<file path="src/rtl/ir_fetch_pkg.sv">
// Shared types and constants for the nibble-wide instruction fetch path.
package ir_fetch_pkg;

  localparam int NIB_W = 4;

  localparam logic [3:0] IR_EN_HI = 4'b1000;
  localparam logic [3:0] IR_EN_MH = 4'b0100;
  localparam logic [3:0] IR_EN_ML = 4'b0010;
  localparam logic [3:0] IR_EN_LO = 4'b0001;

  typedef enum logic [1:0] {
    ST_IDLE = 2'd0,
    ST_REQ  = 2'd1,
    ST_WAIT = 2'd2,
    ST_DONE = 2'd3
  } state_t;

  // idx 0 is the most significant nibble of the instruction word.
  function automatic logic [3:0] ir_en_onehot(input logic [1:0] idx);
    case (idx)
      2'd0:    return IR_EN_HI;
      2'd1:    return IR_EN_MH;
      2'd2:    return IR_EN_ML;
      default: return IR_EN_LO;
    endcase
  endfunction

endpackage

</file>
<file path="src/rtl/ir_fetch_wdog.sv">
// Memory-response watchdog: counts WAIT cycles without data; WAIT_MAX=0 disables it.
module ir_fetch_wdog #(
  parameter int unsigned WAIT_MAX = 15
) (
  input  logic clk,
  input  logic reset,
  input  logic clr,
  input  logic en,
  output logic expired
);

  localparam int unsigned CNT_W = (WAIT_MAX < 2) ? 1 : $clog2(WAIT_MAX);
  localparam int unsigned LIMIT = (WAIT_MAX == 0) ? 0 : WAIT_MAX - 1;

  logic [CNT_W-1:0] cnt;

  // expired flags the last silent cycle, so the registered error lands WAIT_MAX cycles into WAIT.
  assign expired = (WAIT_MAX != 0) && (cnt == CNT_W'(LIMIT));

  always_ff @(posedge clk) begin
    if (reset || clr) begin
      cnt <= '0;
    end else if (en && !expired) begin
      cnt <= cnt + CNT_W'(1);
    end
  end

endmodule

</file>
<file path="src/rtl/ir_fetch_seq.sv">
// Instruction-fetch sequencer: reads four nibbles of one word, MSB first, into the IR.
//
// state | meaning
// IDLE  | waiting for fetch_req; mem_valid ignored
// REQ   | one-cycle nibble read strobe for {pc_lat, idx}
// WAIT  | waiting for mem_valid, watchdog running
// DONE  | last nibble loaded, fetch_done pulse
module ir_fetch_seq
  import ir_fetch_pkg::*;
#(
  parameter int          PC_W     = 13,
  parameter int unsigned WAIT_MAX = 15
) (
  input  logic              clk,
  input  logic              reset,
  input  logic              fetch_req,
  input  logic [PC_W-1:0]   pc,
  input  logic              fetch_abort,
  output logic              mem_rd,
  output logic [PC_W+1:0]   mem_addr,
  input  logic              mem_valid,
  input  logic [NIB_W-1:0]  mem_rdata,
  output logic [NIB_W-1:0]  ir_nibble,
  output logic [3:0]        ir_en,
  output logic              busy,
  output logic              fetch_done,
  output logic              fetch_err
);

  state_t          state, state_n;
  logic [1:0]      idx, idx_n;
  logic [PC_W-1:0] pc_lat, pc_lat_n;
  logic            wd_clr, wd_en, wd_expired;
  logic            nib_load, err_n;

  ir_fetch_wdog #(.WAIT_MAX(WAIT_MAX)) u_wdog (
    .clk     (clk),
    .reset   (reset),
    .clr     (wd_clr),
    .en      (wd_en),
    .expired (wd_expired)
  );

  always_comb begin
    state_n  = state;
    idx_n    = idx;
    pc_lat_n = pc_lat;
    wd_clr   = 1'b0;
    wd_en    = 1'b0;
    nib_load = 1'b0;
    err_n    = 1'b0;
    case (state)
      ST_IDLE: begin
        if (fetch_req) begin
          pc_lat_n = pc;
          idx_n    = '0;
          state_n  = ST_REQ;
        end
      end
      ST_REQ: begin
        wd_clr  = 1'b1;
        state_n = fetch_abort ? ST_IDLE : ST_WAIT;
      end
      ST_WAIT: begin
        if (fetch_abort) begin
          state_n = ST_IDLE;
        end else if (mem_valid) begin
          nib_load = 1'b1;
          if (idx == 2'd3) begin
            state_n = ST_DONE;
          end else begin
            idx_n   = idx + 2'd1;
            state_n = ST_REQ;
          end
        end else if (wd_expired) begin
          err_n   = 1'b1;
          state_n = ST_IDLE;
        end else begin
          wd_en = 1'b1;
        end
      end
      ST_DONE: state_n = ST_IDLE;
      default: state_n = ST_IDLE;
    endcase
  end

  // Outputs are registered from the next-state decision so they line up with the new state.
  always_ff @(posedge clk) begin
    if (reset) begin
      state      <= ST_IDLE;
      idx        <= '0;
      pc_lat     <= '0;
      mem_rd     <= 1'b0;
      mem_addr   <= '0;
      ir_nibble  <= '0;
      ir_en      <= '0;
      busy       <= 1'b0;
      fetch_done <= 1'b0;
      fetch_err  <= 1'b0;
    end else begin
      state      <= state_n;
      idx        <= idx_n;
      pc_lat     <= pc_lat_n;
      mem_rd     <= (state_n == ST_REQ);
      if (state_n == ST_REQ) begin
        mem_addr <= {pc_lat_n, idx_n};
      end
      if (nib_load) begin
        ir_nibble <= mem_rdata;
      end
      ir_en      <= nib_load ? ir_en_onehot(idx) : 4'b0000;
      busy       <= (state_n != ST_IDLE);
      fetch_done <= (state_n == ST_DONE);
      fetch_err  <= err_n;
    end
  end

endmodule

</file>
<file path="config.mk">
export PLATFORM = sky130hd
export DESIGN_NAME = ir_fetch_seq
export DESIGN_NICKNAME = d
export VERILOG_FILES = /design/src/rtl/ir_fetch_pkg.sv /design/src/rtl/ir_fetch_wdog.sv /design/src/rtl/ir_fetch_seq.sv
export SDC_FILE = /design/constraint.sdc
export NUM_CORES = 1
export LEC_CHECK = 0
export CORE_ASPECT_RATIO = 0.5
export CORE_MARGIN = 3
export CORE_UTILIZATION = 45
export CTS_CLUSTER_DIAMETER = 150
export DETAILED_ROUTE_END_ITERATION = 10
export PLACE_DENSITY = 0.83
export SETUP_SLACK_MARGIN = 0.2
export SYNTH_ARGS = -nofsm -noshare
export SYNTH_HDL_FRONTEND = slang
export SYNTH_HIERARCHICAL = 1
export SYNTH_SLANG_ARGS = --single-unit
</file>
<file path="constraint.sdc">
create_clock -name clk -period 2.9 [get_ports clk]
set_input_delay 0.435 -clock clk [delete_from_list [all_inputs] [get_ports clk]]
set_output_delay 0.435 -clock clk [all_outputs]
set_load 0.05 [all_outputs]
</file>
==> results.sh, run 1 <==
export IMPL_synth_ff_type="dfxtp_1"
export IMPL_viasPerCell=5.48
export IMPL_antenna_left=0
export IMPL_antennaDiodeCount=0
export IMPL_syn_area_per_cell_um2=8.97
export IMPL_chipWidth_um=102
export IMPL_drt_initial_drc_count=54
export IMPL_drive_gt1_share_pct=12.2
export IMPL_port_buffers=48
export IMPL_start_util_pct=49.8
export IMPL_dr_pass1_iters=4
export IMPL_cts_root_buf="clkbuf_8"
export IMPL_endpoint_kind="flip-flop"
export IMPL_worstSkewPairLatency_ns=0.30
export IMPL_cts_tree="done"
export IMPL_rsz0062_at_grt="false"
export IMPL_core_um2=4140
export IMPL_finalClockSkew_ns=0.00653
export IMPL_power_density_nw_per_um2=506
export IMPL_clockPowerShare_pct=28.6
export IMPL_track_usage_pct=18.1
export IMPL_path_delay_family="simple AND/OR/NAND/NOR gates"
export IMPL_worstMarginPinSlew_ns=0.775
export IMPL_ctsResizeCount=0
export IMPL_crit_path_top_delay_cell="and4bb_1"
export IMPL_drt_total_wl_um=4660
export IMPL_nets=294
export IMPL_h_tree_depth=2
export IMPL_wl_per_cell_um=14.4
export IMPL_p_leak_nw=0.880
export IMPL_finalHoldViolations=0
export IMPL_via_count=1774
export IMPL_p_switching_mw=0.371
export IMPL_antenna_found_initial=0
export IMPL_hold_path_class="reg2reg"
export IMPL_ys_async_sr_fraction_pct=0
export IMPL_start_kind="input pin"
export IMPL_slew_limit_headroom_pct=48.3
export IMPL_layout_min_cycle_time_ns=2.04
export IMPL_dieHeight_um=53.9
export IMPL_crit_required_ns=3.12
export IMPL_hpwlAfterDp_um=3100
export IMPL_fin_hold_ws_ns=0.458
export IMPL_syn_inst=230
export IMPL_postCtsSetupRepairBufs=0
export IMPL_grt_max_degree=45
export IMPL_synth_area_leaders="dfxtp_1 47%, a311oi_2 9.5%, nand2_1 6.7%"
export IMPL_final_period_utilization_pct=70.3
export IMPL_clk_path_buf_depth=2
export IMPL_max_freq_mhz=491
export IMPL_yosysTopAreaCell="dfxtp_1"
export IMPL_syn_nets=254
export IMPL_ir_worst_vdd_mv=0.207
export IMPL_drc=0
export IMPL_path_buf_inv=1
export IMPL_r2r_start="u_wdog/cnt[0]"
export IMPL_rows=16
export IMPL_cpPeakStageDelay_ns=0.83
export IMPL_cp_max_fo=20
export IMPL_p_int_mw=0.947
export IMPL_yosysUniqueCellTypes=39
export IMPL_crit_type="in2reg"
export IMPL_areaGrowthSynthToFinish_pct=26.2
export IMPL_min_delay_start="ir_nibble[0]"
export IMPL_io_pins=49
export IMPL_cp_data_arrival_time_ns=2.25
export IMPL_crit_chain="clkdlybuf4s50_1 -> and4bb_1 -> nand3_1 -> a311oi_2"
export IMPL_setup_viol=0
export IMPL_cap_violations=0
export IMPL_hold_buffers=0
export IMPL_path_clk_slew_ns=0.08
export IMPL_synth_area_um2=2060
export IMPL_synth_edf_count=0
export IMPL_status="finished clean"
export IMPL_cts_sinks=48
export IMPL_slew_violations=0
export IMPL_seqPwrFrac_pct=53.7
export IMPL_grt_pass1_vias=1692
export IMPL_grt_pass1_wl_um=7620
export IMPL_gr_total_overflow=0
export IMPL_p_comb_share_pct=17.8
export IMPL_yosys_warnings=6
export IMPL_fin_setup_tns_ns=0
export IMPL_synth_top_area_share_pct=46.6
export IMPL_dieArea_um2=5480
export IMPL_place_congestion=0.824
export IMPL_startpoint="fetch_abort"
export IMPL_yosysSeqAreaShare_pct=46.6
export IMPL_cts_buffers=5
export IMPL_switching_share_pct=28.2
export IMPL_p_total_mw=1.32
export IMPL_ys_seq_elements=48
## cells in the final DEF, fill, tap and decap left out, types with 2 or more instances in the layout
cell type        netlist  final
a21oi_1               21     21
inv_1                  2      2
clkdlybuf4s50_1        0     47
a211oi_1               2      2
clkbuf_8               0      5
a311oi_2              13     13
nand2b_1               5      5
o21ai_0               16     16
nor2_1                18     18
nor4b_1                2      2
buf_4                  0      5
dfxtp_1               48     48
nand2_1               37     37
nor3_1                 3      3
nor4_1                 4      4
nand3_1               15     15
ha_1                   2      2
## per-stage QoR
step                worst slack [ns]  instances  area, µm²  util, %
floorplan                      0.937        230       2060        -
global placement               0.617        317       2520     60.9
detailed placement             0.550        317       2520     60.9
CTS                            0.858        324       2600     62.8
global route                   0.744        324       2600     62.8
finish                         0.862        324       2600     62.8
## tightest hold or removal path, stage by stage, from the launching register on
cell and delay [ns]:
dfxtp_1 0.31, nand2_1 0.05, a21oi_1 0.05
## area by class of cell
type	instances	area [µm²]
clock buffer	6	72.6
clock inverter	1	5.00
fill	346	1540
inverter	3	11.3
multi-input combinational	159	972
sequential	48	961
tap	54	67.6
timing repair buffer	53	513
## sequential cells by signal, summed over array words and instances, names as in the netlist
name / count
fetch_err: 1
u_wdog/cnt: 4
busy: 1
fetch_done: 1
ir_en: 4
mem_addr: 15
state: 2
mem_rd: 1
ir_nibble: 4
pc_lat: 13
idx: 2
## cell usage after synthesis, types with 2 or more instances
cell,n
nand2_1,37
o21ai_0,16
a211oi_1,2
nor4_1,4
a311oi_2,13
nand2b_1,5
nor2_1,18
a21oi_1,21
nor3_1,3
ha_1,2
nand3_1,15
clkbuf_1,6
buf_6,4
inv_1,2
buf_2,10
dfxtp_1,48
nor4b_1,2
## worst paths after layout
check,to,slack (ns),cells past startpoint
worst min-delay path,ir_nibble[0],0.46,2
worst min register to register,ir_nibble[0],0.46,2
worst max register to register,u_wdog/cnt[3],1.09,9
worst max-delay path,mem_addr[6],0.86,4
## layer usage
metal / vias up / GRT usage, % / routed length, µm
met3: 7 / 4.27 / 195
met4: 0 / 8.61 / 83
met5: - / 0 / 0
met1: 832 / 20.7 / 2070
met2: 44 / 32.7 / 2300
li1: 891 / - / -
## power groups by stage
| stage | clock network [mW] | registers (mW) | logic, mW |
|---|---|---|---|
| after global routing | 0.406 | 0.710 | 0.251 |
| after CTS | 0.386 | 0.707 | 0.235 |
| after global placement | 0 | 0.721 | 0.229 |
| after detailed placement | 0 | 0.722 | 0.235 |
| final | 0.377 | 0.707 | 0.234 |
| after floorplan | 0 | 0.782 | 0.0945 |
## logic make-up after synthesis
family	Yosys count	synth area share (%)
flops	48	46.6
compound gates	61	22.8
buf+inv	23	6.25
simple gates	96	23.1
fa+ha+maj	2	1.21
(Power assumes the default switching activity.)
==> run 2, diff against run 1 <==
==> constraint.sdc (replaced) <==
create_clock -name clk -period 2.1 [get_ports clk]
set_input_delay 0.315 -clock clk [delete_from_list [all_inputs] [get_ports clk]]
set_output_delay 0.315 -clock clk [all_outputs]
set_load 0.05 [all_outputs]
==> results.sh, run 2 (same netlist as run 1, synthesis figures left out) <==
export IMPL_hold_depth=2
export IMPL_path_clk_slew_ns=0.09
export IMPL_antenna_left=0
export IMPL_r2r_start="u_wdog/cnt[0]"
export IMPL_hold_path_class="in2reg"
export IMPL_layout_commonest_cell="dfxtp_1"
export IMPL_cp_max_fo=2
export IMPL_reg2reg_slack_ns=0.35
export IMPL_slew_violations=0
export IMPL_gr_usage_met1_pct=21.1
export IMPL_power_density_nw_per_um2=738
export IMPL_cts_tree="done"
export IMPL_ctsResizeCount=0
export IMPL_chipWidth_um=102
export IMPL_antennaDiodeCount=0
export IMPL_via_count=1795
export IMPL_dr_pass1_iters=4
export IMPL_cp_data_arrival_time_ns=1.49
export IMPL_dieHeight_um=53.9
export IMPL_io_pins=49
export IMPL_dieArea_um2=5480
export IMPL_worstMarginPinSlew_ns=0.579
export IMPL_drive_gt1_share_pct=13.6
export IMPL_grt_pass1_wl_um=7700
export IMPL_layout_min_cycle_time_ns=1.80
export IMPL_final_cell_mix="48 x dfxtp_1, 47 x clkdlybuf4s50_1, 37 x nand2_1, 21 x a21oi_1, 18 x nor2_1"
export IMPL_status="finished clean"
export IMPL_cts_root_buf="clkbuf_8"
export IMPL_hpwlAfterDp_um=3120
export IMPL_gr_total_overflow=0
export IMPL_start_kind="flip-flop"
export IMPL_top_regs="mem_addr x15, pc_lat x13"
export IMPL_max_freq_mhz=555
export IMPL_p_total_mw=1.97
export IMPL_drc=0
export IMPL_path_buf_inv=1
export IMPL_finalHoldViolations=0
export IMPL_endpoint_kind="output port"
export IMPL_finalClockSkew_ns=0.00809
export IMPL_areaGrowthSynthToFinish_pct=29.1
export IMPL_hold_buffers=0
export IMPL_switching_share_pct=27.0
export IMPL_worstSkewPairLatency_ns=0.31
export IMPL_path_delay_family="buffers and inverters"
export IMPL_fin_hold_ws_ns=0.278
export IMPL_timing_final_ws_setup_ns=0.298
export IMPL_crit_type="reg2out"
export IMPL_grt_max_degree=41
export IMPL_largest_register="mem_addr"
export IMPL_viasPerCell=5.51
export IMPL_met2_usage_pct=32.6
export IMPL_p_switching_mw=0.531
export IMPL_antenna_found_initial=0
export IMPL_cts_sinks=48
export IMPL_cts_buffers=5
export IMPL_drt_initial_drc_count=140
export IMPL_min_to="u_wdog/cnt[3]"
export IMPL_min_delay_start="reset"
export IMPL_p_leak_nw=0.902
export IMPL_crit_chain="clkdlybuf4s50_1"
export IMPL_p_int_mw=1.43
export IMPL_track_usage_pct=18.0
export IMPL_fin_setup_tns_ns=0
export IMPL_clockPowerShare_pct=33.9
export IMPL_wl_per_cell_um=14.1
export IMPL_start_util_pct=49.8
export IMPL_core_um2=4140
export IMPL_top_usage_layer="met2"
export IMPL_clk_path_buf_depth=2
export IMPL_ir_worst_vdd_mv=0.315
export IMPL_rows=16
export IMPL_h_tree_depth=2
export IMPL_cpPeakStageDelay_ns=0.83
export IMPL_placed_area_um2=2550
export IMPL_crit_path_top_delay_cell="clkdlybuf4s50_1"
export IMPL_cap_violations=0
export IMPL_largest_reg_flops=15
export IMPL_drt_total_wl_um=4610
export IMPL_crit_required_ns=1.78
export IMPL_worstReg2RegEnd="u_wdog/cnt[2]"
export IMPL_setup_viol=0
export IMPL_postCtsSetupRepairBufs=0
export IMPL_port_buffers=48
export IMPL_slew_limit_headroom_pct=61.3
export IMPL_p_comb_share_pct=16.5
export IMPL_grt_pass1_vias=1713
export IMPL_final_period_utilization_pct=85.8
export IMPL_seqPwrFrac_pct=49.6
export IMPL_use_met3_pct=4.27
export IMPL_post_place_ws_ns=0.223
export IMPL_nets=295
export IMPL_design_area_um2=2660
export IMPL_ff2ff_path_depth=9
export IMPL_place_congestion=0.768
export IMPL_rsz0062_at_grt="false"
## run 2: final cells by class
cell class | instances | area [µm²]
Tap cell | 54 | 67.6
Sequential cell | 48 | 961
Multi-Input combinational cell | 159 | 978
Fill cell | 344 | 1480
Clock buffer | 5 | 68.8
Inverter | 3 | 11.3
Clock inverter | 3 | 42.5
Timing Repair Buffer | 54 | 533
## run 2: metal layers
metal / wire length (µm) / up-vias / share of wire, %
met3: 219 / 8 / 4.7
met5: 0 / - / 0
met2: 2340 / 44 / 51
met1: 1980 / 847 / 43
met4: 68 / 0 / 1.5
li1: - / 896 / -
## run 2: worst max path at each step
stage,from,to,cells after the start
after floorplan,u_wdog/cnt[0],u_wdog/cnt[3],8
after global placement,fetch_abort,mem_addr[4],5
after detailed placement,fetch_abort,mem_addr[12],5
after CTS,ir_nibble[1],ir_nibble[1],1
after global routing,u_wdog/cnt[0],u_wdog/cnt[2],9
final,ir_nibble[1],ir_nibble[1],1
## run 2: per-stage QoR
step | utilization (%) | cells
after floorplan | - | 230
after global placement | 61.6 | 318
after detailed placement | 61.6 | 318
after CTS | 64.3 | 326
after global routing | 64.3 | 326
final | 64.3 | 326
## run 2: power groups by stage
stage | registers (mW) | clock network (mW) | logic, mW
floorplan | 1.08 | 0 | 0.131
global placement | 0.995 | 0 | 0.318
detailed placement | 0.997 | 0 | 0.325
CTS | 0.976 | 0.679 | 0.325
global route | 0.982 | 0.711 | 0.346
finish | 0.976 | 0.666 | 0.324
## run 2: worst reg2reg max path, delay by kind of cell (launching register included)
kind	cells	cell delay [ns]
DFF	1	0.37
and+or+nand+nor	5	0.66
adders and majority gates	1	0.22
buffers and inverters	3	0.36
==> run 3, diff against run 2 <==
--- a/config.mk
+++ b/config.mk
@@ -6,10 +6,10 @@
 export NUM_CORES = 1
 export LEC_CHECK = 0
 export CORE_ASPECT_RATIO = 0.5
-export CORE_MARGIN = 3
 export CORE_UTILIZATION = 45
 export CTS_CLUSTER_DIAMETER = 150
 export DETAILED_ROUTE_END_ITERATION = 10
+export GPL_ROUTABILITY_DRIVEN = 0
 export PLACE_DENSITY = 0.83
 export SETUP_SLACK_MARGIN = 0.2
 export SYNTH_ARGS = -nofsm -noshare
==> results.sh, run 3 (same netlist as run 1, synthesis figures left out) <==
export IMPL_cp_data_arrival_time_ns=1.49
export IMPL_finalClockSkew_ns=0.00793
export IMPL_dieHeight_um=49.9
export IMPL_path_clk_slew_ns=0.09
export IMPL_path_buf_inv=1
export IMPL_dr_pass1_iters=7
export IMPL_hold_path_class="in2reg"
export IMPL_dp_cells=318
export IMPL_crit_chain="clkdlybuf4s50_1"
export IMPL_final_period_utilization_pct=85.8
export IMPL_postCtsSetupRepairBufs=0
export IMPL_drt_total_wl_um=4620
export IMPL_ff2ff_path_depth=9
export IMPL_crit_path_top_delay_cell="clkdlybuf4s50_1"
export IMPL_slew_violations=0
export IMPL_path_delay_family="buffers and inverters"
export IMPL_worstMarginPinSlew_ns=0.569
export IMPL_drc=4
export IMPL_slew_limit_headroom_pct=62.0
export IMPL_antenna_left=0
export IMPL_drt_initial_drc_count=96
export IMPL_dieArea_um2=4870
export IMPL_drive_gt1_share_pct=13.6
export IMPL_start_util_pct=49.8
export IMPL_worstSkewPairLatency_ns=0.31
export IMPL_grt_pass1_vias=1682
export IMPL_status="finished, violations left"
export IMPL_rows=16
export IMPL_grt_pass1_wl_um=7560
export IMPL_top_regs="mem_addr x15, pc_lat x13"
export IMPL_core_um2=4140
export IMPL_fin_cells=326
export IMPL_antenna_found_initial=0
export IMPL_viasPerCell=5.55
export IMPL_wl_per_cell_um=14.2
export IMPL_nets=295
export IMPL_min_delay_start="reset"
export IMPL_min_to="ir_nibble[2]"
export IMPL_cts_buffers=5
export IMPL_cp_max_fo=2
export IMPL_power_density_nw_per_um2=746
export IMPL_largest_register="mem_addr"
export IMPL_p_leak_nw=0.903
export IMPL_ir_worst_vdd_mv=0.485
export IMPL_fin_hold_ws_ns=0.406
export IMPL_gr_total_overflow=0
export IMPL_reg2reg_slack_ns=0.39
export IMPL_ctsResizeCount=0
export IMPL_r2r_start="u_wdog/cnt[0]"
export IMPL_cpPeakStageDelay_ns=0.81
export IMPL_endpoint_kind="output port"
export IMPL_track_usage_pct=19.8
export IMPL_port_buffers=48
export IMPL_clk_path_buf_depth=2
export IMPL_hold_buffers=0
export IMPL_fin_setup_tns_ns=0
export IMPL_chipWidth_um=97.7
export IMPL_layout_min_cycle_time_ns=1.80
export IMPL_setup_viol=0
export IMPL_h_tree_depth=2
export IMPL_max_freq_mhz=555
export IMPL_start_kind="flip-flop"
export IMPL_final_cell_mix="48 x dfxtp_1, 47 x clkdlybuf4s50_1, 37 x nand2_1, 21 x a21oi_1, 18 x nor2_1"
export IMPL_cts_root_buf="clkbuf_8"
export IMPL_crit_type="reg2out"
export IMPL_io_pins=49
export IMPL_cts_tree="done"
export IMPL_violations="DRC"
export IMPL_largest_reg_flops=15
export IMPL_worstReg2RegEnd="u_wdog/cnt[2]"
export IMPL_cap_violations=0
export IMPL_rsz0062_at_grt="false"
export IMPL_p_total_mw=1.99
export IMPL_antennaDiodeCount=0
export IMPL_layout_commonest_cell="dfxtp_1"
export IMPL_hold_depth=2
export IMPL_areaGrowthSynthToFinish_pct=29.3
export IMPL_via_count=1808
export IMPL_hpwlAfterDp_um=2990
export IMPL_crit_required_ns=1.78
export IMPL_nFillCells=341
export IMPL_cts_sinks=48
export IMPL_startpoint="mem_addr[8]"
export IMPL_finalHoldViolations=0
export IMPL_grt_max_degree=41
run 3: cell count changes in the layout (fill, tap and decap cells not counted), sizes merged:
cell    previous run  this run
clkinv             1         0
inv                3         4
run 3: worst max path at each step:
stage	to	slack [ns]	depth (start not counted)
finish	mem_addr[8]	0.30	1
global route	u_wdog/cnt[3]	0.22	8
CTS	mem_addr[8]	0.29	1
detailed placement	mem_addr[4]	0.23	5
global placement	mem_addr[5]	0.28	5
floorplan	u_wdog/cnt[3]	0.35	8
run 3: cell type report:
cell class / count / area [µm²] / area share [%]
well taps: 54 / 67.6 / 2.53
repair buffers: 54 / 533 / 20.0
clock inverters: 3 / 46.3 / 1.74
inverters: 3 / 11.3 / 0.422
multi-input cells: 159 / 978 / 36.7
flip-flops and latches: 48 / 961 / 36.0
clock buffers: 5 / 68.8 / 2.58
run 3: metrics by stage:
stage | cell area (µm²) | setup slack (ns) | util, %
2_1_floorplan | 2070 | 0.350 | -
4_1_cts | 2670 | 0.287 | 64.3
3_3_place_gp | 2550 | 0.285 | 61.6
3_5_place_dp | 2550 | 0.233 | 61.6
6_report | 2670 | 0.299 | 64.3
5_1_grt | 2670 | 0.219 | 64.3
run 3: per-layer routing:
| metal | global-route usage (%) | share of wire (%) | vias up |
|---|---|---|---|
| met5 | 0 | 0 | - |
| met4 | 7.83 | 0.72 | 0 |
| met3 | 4.40 | 4.4 | 4 |
| met2 | 35.0 | 50 | 48 |
| met1 | 23.9 | 45 | 863 |
| li1 | - | - | 893 |
run 3: worst register-to-register path, stage by stage, from the launching register on:
cell	delay, ns
dfxtp_1	0.37
inv_1	0.08
ha_1	0.22
nand3_2	0.11
inv_2	0.08
nor4_2	0.31
buf_4	0.20
nand3_1	0.09
nor2_2	0.10
nor4_2	0.05
run 3: power breakdown:
group          leakage (nW)  internal [mW]  total [mW]  switching (mW)
logic                 0.455          0.129       0.326           0.197
clock network        0.0548          0.359       0.688           0.329
registers             0.393          0.953       0.977          0.0241
total                 0.903           1.44        1.99           0.550
